**src/rtl/load_store_unit.sv**
```systemverilog
// load_store_unit: single-outstanding load/store initiator for a byte-addressed,
// word-wide memory port. Sub-word stores are done as read-modify-write because
// the port always writes four bytes.
module load_store_unit #(
   parameter int MEM_DEPTH      = 4096,
   parameter int REGISTER_WIDTH = 32
) (
   input  logic                      clk,
   input  logic                      rst,
   input  logic                      req_valid,
   output logic                      req_ready,
   input  logic                      req_write,
   input  logic [2:0]                req_funct3,
   input  logic [REGISTER_WIDTH-1:0] req_address,
   input  logic [REGISTER_WIDTH-1:0] req_wdata,
   output logic                      rsp_valid,
   output logic [REGISTER_WIDTH-1:0] rsp_rdata,
   output logic                      rsp_error,
   output logic [REGISTER_WIDTH-1:0] mem_address,
   output logic                      mem_write_en,
   output logic [REGISTER_WIDTH-1:0] mem_write_data,
   input  logic [REGISTER_WIDTH-1:0] mem_read_data
);

   localparam logic [REGISTER_WIDTH-1:0] ADDR_MAX = REGISTER_WIDTH'(MEM_DEPTH - 4);

   typedef enum logic [1:0] {S_IDLE, S_READ, S_WRITE, S_RESP} state_t;

   state_t                      state_q, state_d;
   logic [REGISTER_WIDTH-1:0]   addr_q, addr_d;
   logic [2:0]                  funct3_q, funct3_d;
   logic                        write_q, write_d;
   logic [REGISTER_WIDTH-1:0]   wdata_q, wdata_d;
   logic [REGISTER_WIDTH-1:0]   r_q, r_d;
   logic [REGISTER_WIDTH-1:0]   rsp_rdata_q, rsp_rdata_d;
   logic                        rsp_error_q, rsp_error_d;

   logic f3_illegal, misaligned, out_of_range, req_err;

   // Memory byte address+0 sits in the top byte of the read word, so a load
   // reassembles the little-endian value from the byte lanes in reverse.
   function automatic logic [31:0] load_extract(input logic [2:0] f3, input logic [31:0] r);
      logic [7:0] b0, b1, b2, b3;
      b0 = r[31:24];
      b1 = r[23:16];
      b2 = r[15:8];
      b3 = r[7:0];
      case (f3[1:0])
         2'b00:   load_extract = f3[2] ? {24'h0, b0} : {{24{b0[7]}}, b0};
         2'b01:   load_extract = f3[2] ? {16'h0, b1, b0} : {{16{b1[7]}}, b1, b0};
         default: load_extract = {b3, b2, b1, b0};
      endcase
   endfunction

   // Request legality is judged on the live request, at the accepting edge.
   assign f3_illegal   = req_write ? (req_funct3 > 3'b010)
                                   : (req_funct3 == 3'b011 || req_funct3[2:1] == 2'b11);
   assign misaligned   = (req_funct3[1:0] == 2'b01 && req_address[0])
                      || (req_funct3[1:0] == 2'b10 && req_address[1:0] != 2'b00);
   assign out_of_range = req_address > ADDR_MAX;
   assign req_err      = f3_illegal || misaligned || out_of_range;

   // Next-state logic: capture on accept, sample memory in READ, and load the
   // response registers only on the edge that enters RESP (cleared otherwise).
   always_comb begin
      state_d     = state_q;
      addr_d      = addr_q;
      funct3_d    = funct3_q;
      write_d     = write_q;
      wdata_d     = wdata_q;
      r_d         = r_q;
      rsp_rdata_d = '0;
      rsp_error_d = 1'b0;
      case (state_q)
         S_IDLE: begin
            if (req_valid) begin
               addr_d   = req_address;
               funct3_d = req_funct3;
               write_d  = req_write;
               wdata_d  = req_wdata;
               if (req_err) begin
                  state_d     = S_RESP;
                  rsp_error_d = 1'b1;
               end else if (req_write && req_funct3 == 3'b010) begin
                  state_d = S_WRITE;
               end else begin
                  state_d = S_READ;
               end
            end
         end
         S_READ: begin
            r_d = mem_read_data;
            if (write_q) begin
               state_d = S_WRITE;
            end else begin
               state_d     = S_RESP;
               rsp_rdata_d = load_extract(funct3_q, mem_read_data);
            end
         end
         S_WRITE: state_d = S_RESP;
         S_RESP:  state_d = S_IDLE;
         default: state_d = S_IDLE;
      endcase
   end

   // Merge new store bytes into the word read back; untouched bytes are
   // written back in the write lane order of the port.
   always_comb begin
      case (funct3_q[1:0])
         2'b00:   mem_write_data = {r_q[7:0], r_q[15:8], r_q[23:16], wdata_q[7:0]};
         2'b01:   mem_write_data = {r_q[7:0], r_q[15:8], wdata_q[15:0]};
         default: mem_write_data = wdata_q;
      endcase
   end

   // State and capture registers; reset abandons any request in flight.
   always_ff @(posedge clk or posedge rst) begin
      if (rst) begin
         state_q     <= S_IDLE;
         addr_q      <= '0;
         funct3_q    <= '0;
         write_q     <= 1'b0;
         wdata_q     <= '0;
         r_q         <= '0;
         rsp_rdata_q <= '0;
         rsp_error_q <= 1'b0;
      end else begin
         state_q     <= state_d;
         addr_q      <= addr_d;
         funct3_q    <= funct3_d;
         write_q     <= write_d;
         wdata_q     <= wdata_d;
         r_q         <= r_d;
         rsp_rdata_q <= rsp_rdata_d;
         rsp_error_q <= rsp_error_d;
      end
   end

   assign req_ready    = (state_q == S_IDLE);
   assign rsp_valid    = (state_q == S_RESP) && !rst;
   assign mem_write_en = (state_q == S_WRITE) && !rst;
   assign rsp_rdata    = rsp_rdata_q;
   assign rsp_error    = rsp_error_q;
   assign mem_address  = addr_q;

endmodule

```
**config.mk**
```make
export PLATFORM = sky130hd
export DESIGN_NAME = load_store_unit
export DESIGN_NICKNAME = d
export VERILOG_FILES = /design/src/rtl/load_store_unit.sv
export SDC_FILE = /design/constraint.sdc
export NUM_CORES = 1
export LEC_CHECK = 0
export CAP_MARGIN = 10
export CORE_AREA = 2 2 112 114
export DETAILED_ROUTE_END_ITERATION = 7
export DIE_AREA = 0 0 114 116
export MAX_ROUTING_LAYER = met4
export PLACE_DENSITY = 0.8
export REMOVE_ABC_BUFFERS = 1
export SYNTH_ARGS = -nofsm -noshare
export SYNTH_HDL_FRONTEND = slang
export SYNTH_SLANG_ARGS = --single-unit
```
**constraint.sdc**
```tcl
create_clock -name clk -period 5.52 [get_ports clk]
set_clock_uncertainty 0.1 [all_clocks]
set_input_delay 1.104 -clock clk [delete_from_list [all_inputs] [get_ports clk]]
set_output_delay 1.104 -clock clk [all_outputs]
set_load 0.02 [all_outputs]
```
# [Word-level counts from Yosys, hierarchy flattened]
# Index checks and enable logic that the tools add are counted.
[classes] magnitude_cmp=2 n_eq_ne=10 muxes=15 reduce_logical=14
[ops] op="32-bit two-way mux" count=4
[ops] op="32-bit case mux with 2 select lines" count=2
[ops] op="32-bit by 12-bit greater-than comparator with 1-bit output, second input constant" count=1
[ops] op="2-bit == test, second input constant" count=4
[ops] op="2-bit case mux with 4 select lines" count=1
[ops] op="2-bit by 1-bit == test with 1-bit output, second input constant" count=3
[ops] op="3-bit by 2-bit == test with 1-bit output, second input constant" count=2
[ops] op="2-bit two-way mux" count=3
[ops] op="1-bit logical AND" count=5
[ops] op="1-bit two-way mux" count=5
[ops] op="2-bit zero test" count=2
[ops] op="1-bit logical OR" count=4
[ops] op="3-bit by 2-bit greater-than comparator with 1-bit output, second input constant" count=1
[ops] op="2-bit inequality test, second input constant" count=1
[ops] op="2-bit AND reduction" count=1
[ops] op="2-bit nonzero test" count=1
[ops] op="1-bit zero test" count=1
[totals] ff_bits=127 in_bits=103 out_inout_bits=100 wordCells=49

# [Longest topological paths before layout]
[depth] ltp_word=8 ltp_mapped=8 mapped_depth_nobuf=5

# [Worst setup path after synthesis]
# Ideal clock, no wire load.
[synth_timing] path_type="input port to output port" start="input port rst" end="output port mem_write_en" t_arrival_ns=1.408 t_required_ns=4.316 slack_ns=2.908 stages=1 n_path_buf=0 cell_sequence="nor2b_1"
[synth_via] elab_chain_cells=2
[synth_lines] element="start, declared" line="9" text="input logic rst,"
[synth_lines] element="1-bit zero test" line="141" text="assign mem_write_en = (state_q == S_WRITE) && !rst;"
[synth_lines] element="1-bit logical AND" line="141"
[synth_lines] element="end, declared" line="20" text="output logic mem_write_en,"
# Every way passes these cells.

# [Worst setup path after layout]
[layout_timing] start="register funct3_q[1]" end="output port mem_write_data[15]"
[layout_via] elab_chain_cells=2 word_cells_on_any_way=3 classes_between="1 x eq/ne; 1 x mux; 1 x reduce/logical"
[layout_lines] element="start, declared" line="31" text="logic [2:0] funct3_q, funct3_d;"
[layout_lines] element="start signal, assigned" line="130" text="funct3_q <= funct3_d;"
[layout_lines] element="2-bit by 1-bit == test with 1-bit output or 2-bit zero test (tied branches)" line="109" text="case (funct3_q[1:0])"
[layout_lines] element="32-bit case mux with 2 select lines (*)" line="109"
[layout_lines] element="end, declared" line="21" text="output logic [REGISTER_WIDTH-1:0] mem_write_data,"
# Mark *: on every way between the ends. The rest lies on a longest branch, timed or not.

==> run_results.csv <==
group,metric,value,unit
logic_synthesis,yosysWarnings,0,
critical_path,crit_family,"flip-flops",
logic_synthesis,yosysSeqAreaShare,61.1,%
pwr,p_sw_share,34.3,%
sta,slew_headroom,33.5,%
route,wl_per_cell,17.7,um
critical_path,cp.arrival,2.61,ns
logic_synthesis,netlist_top_cells_area,"dfrtp_1 61%, mux2_1 15%, mux2_2 8.2%",
grt,antenna_found_initial,0,
route,route.detailed.drc,0,
clock_tree,worstSkewPairLatency,0.41,ns
logic_synthesis,synth_edf_count,0,
clock_tree,cts_made_buffers,17,
logic_synthesis,synth_cell_types,30,
critical_path,crit_chain,"or2_1 > nand2_1 > nand2_1 > clkdlybuf4s50_1",
grt,grt_start_max_net_pins,72,
final_layout,seqCellArea,3180,um^2
logic_synthesis,ys.flop_type,"dfrtp_1",
grt,grt-ovfl-total,0,
die,fp-row-count,40,
flow_run,max-cap-violations,0,
die,die_h,116,um
logic_synthesis,yosysTopAreaCellShare,61.1,%
min_path,hold_class,"flip-flop to flip-flop",
final_layout,area_growth,52.7,%
logic_synthesis,syn_inst,385,
final_layout,multiInputGateArea,1800,um^2
clock_tree,clkTransAtPathRegs,0.05,ns
logic_synthesis,synth_top_cell_by_area,"dfrtp_1",
place,dpl_cell_area,7290,um^2
critical_path,crit_path_frequent_cell,"nand2_1",
critical_path,crit_type,"flip-flop to primary output",
logic_synthesis,syn_area,5200,um^2
critical_path,cp.required,4.32,ns
die,die_w,114,um
final_layout,antenna_cells,0,
sta,tightestPinTransition,0.997,ns
sta,fin_setup_tns,0,ns
clock_tree,cts_setup_buffers,0,
pwr,seq_power_share,31.9,%
status,outcome,"finished, final reports clean",
sta,finalHoldViolCount,0,
grt,grtUsageTotal,21.5,%
die,io_pins,203,
logic_synthesis,synth.most_common_cell,"dfrtp_1",
sta,fin_crit_sh,69.0,%
sta,min_period,3.81,ns
place,place.port_buffers,202,
final_layout,postLayoutCellArea,7950,um^2
clock_tree,cts_tree,"built",
pwr,p_int,3280,uW
final_layout,fillers,920,
sta,hold_ws,0.390,ns
logic_synthesis,synth_common_cells,"127 x dfrtp_1, 70 x mux2_1, 38 x mux2_2",
pwr,p_per_area,628,nW/um^2
logic_synthesis,synthArstFlopShare,100,%
clock_tree,htreeDepth,4,
die,die_area,13200,um^2
die,coreArea,11900,um^2
final_layout,final_layout_size_suffix_gt1_share,13.3,%
route,viasPerCell,4.99,
pwr,p_leak,0.00347,uW
logic_synthesis,synth_seq_cells,127,
grt,grt_pass1_wl,20.8,mm
final_layout,nNetsFinal,690,
clock_tree,post_cts_resize_count,0,
final_layout,finalCoreUtilization,66.7,%
place,finalWeightedCongestion,0.768,
sta,rsz0062_at_grt,"false",
clock_tree,clock_sinks,127,
route,vias,3709,
route,first_pass_iters,4,
clock_tree,cts_hold_buffers,0,
route,ant_nets,0,
route,drtIter0Drc,136,
pwr,power_switching,1710,uW
pwr,power_frac_comb,43.6,%
critical_path,cp_num_buf_inv,1,
critical_path,crit_slowest_cell,"dfrtp_1",
clock_tree,cts_root_buffer,"clkbuf_16",
critical_path,cpPeakStageDelay,0.79,ns
route,wirelength,13.1,mm
sta,timing.final.setup_violations,0,
die,start_util,43.7,%
critical_path,crit_path_start_kind,"flip-flop",
clock_tree,max-clock-path-buffers,2,
sta,max_freq,262,MHz
pwr,p_total,4990,uW
place,dp_hpwl,9.13,mm
critical_path,cp_max_fo,19,
pwr,peakVddDrop,0.365,mV
grt,first_global_vias,4057,
critical_path,cp-end-kind,"primary output",
logic_synthesis,syn_area_per_cell,13.5,um^2
pwr,pwr-share-clk,24.5,%
sta,slew_viol_final,0,
==> per-layer routing <==
layer	vias up	wire [um]	global-route usage, %
met2	141	6630	34.6
met4	0	306	9.43
met3	24	861	7.37
li1	1703	-	-
met1	1841	5350	24.5
met5	-	0	-
==> worst reg2reg max path, delay by kind of cell, from the launching register on <==
family	cells	cell delay, ns
buffers and inverters	2	0.44
AOI/OAI and AO/OA	2	0.66
and+or+nand+nor	1	0.60
DFF	1	0.41
adders and majority gates	1	0.14
==> flip-flops by register name (all words and copies together), names as in the netlist <==
| signal | flops |
|---|---|
| funct3_q | 3 |
| mem_address | 32 |
| r_q | 24 |
| rsp_error | 1 |
| rsp_rdata | 32 |
| state_q | 2 |
| wdata_q | 32 |
| write_q | 1 |
==> stage by stage <==
stage	setup WS [ns]	cells
after floorplan	0.932	358
after global placement	2.00	711
after detailed placement	1.96	711
after CTS	1.64	743
after global routing	1.52	743
final	1.71	743
==> layout by cell type, fill, tap and decap left out, drive strengths merged, types with 2 or more instances in the layout <==
master	instances
and2	8
nor3	2
dfrtp	127
ha	4
nor2b	3
inv	20
nor4	6
nand4	4
o21ai	6
mux2	108
clkinvlp	2
a21oi	24
bufinv	5
nor2	3
clkdlybuf4s50	202
nand3b	2
buf	4
clkbuf	18
clkinv	7
nand2	33
==> kinds of logic after synthesis <==
group                      count (synthesis)  share of synthesized area, %
AOI/OAI and AO/OA                         33                          3.42
adders and majority gates                  4                         0.962
buffers and inverters                     47                          4.47
DFF                                      127                          61.1
muxes                                    109                          23.6
and+or+nand+nor                           65                          6.49
==> power groups by stage <==
stage / sequential (uW) / combinational, uW / clock [uW]
after floorplan: 1830 / 909 / 0
after global placement: 1580 / 2140 / 0
after detailed placement: 1600 / 2190 / 0
after CTS: 1590 / 2210 / 1250
after global routing: 1640 / 2320 / 1290
final: 1590 / 2170 / 1220
==> final cells by class <==
class / instances / area share [%]
sequential: 127 / 40.0
timing repair buffer: 206 / 25.8
multi-input combinational: 211 / 22.6
clock buffer: 18 / 5.53
clock inverter: 14 / 2.71
tap: 147 / 2.31
inverter: 20 / 0.976
==> final timing paths <==
check | startpoint | end | slack (ns) | cells after the start
worst min register to register | wdata_q[28] | wdata_q[28] | 0.39 | 1
worst max-delay path | funct3_q[1] | mem_write_data[15] | 1.71 | 4
max in group asynchronous | rst | mem_address[3] | 3.01 | 3
worst min-delay path | wdata_q[28] | wdata_q[28] | 0.39 | 1
min in group asynchronous | rst | state_q[1] | 1.15 | 2
worst max register to register | state_q[1] | rsp_rdata[30] | 3.09 | 6
(Power assumes the default switching activity.)
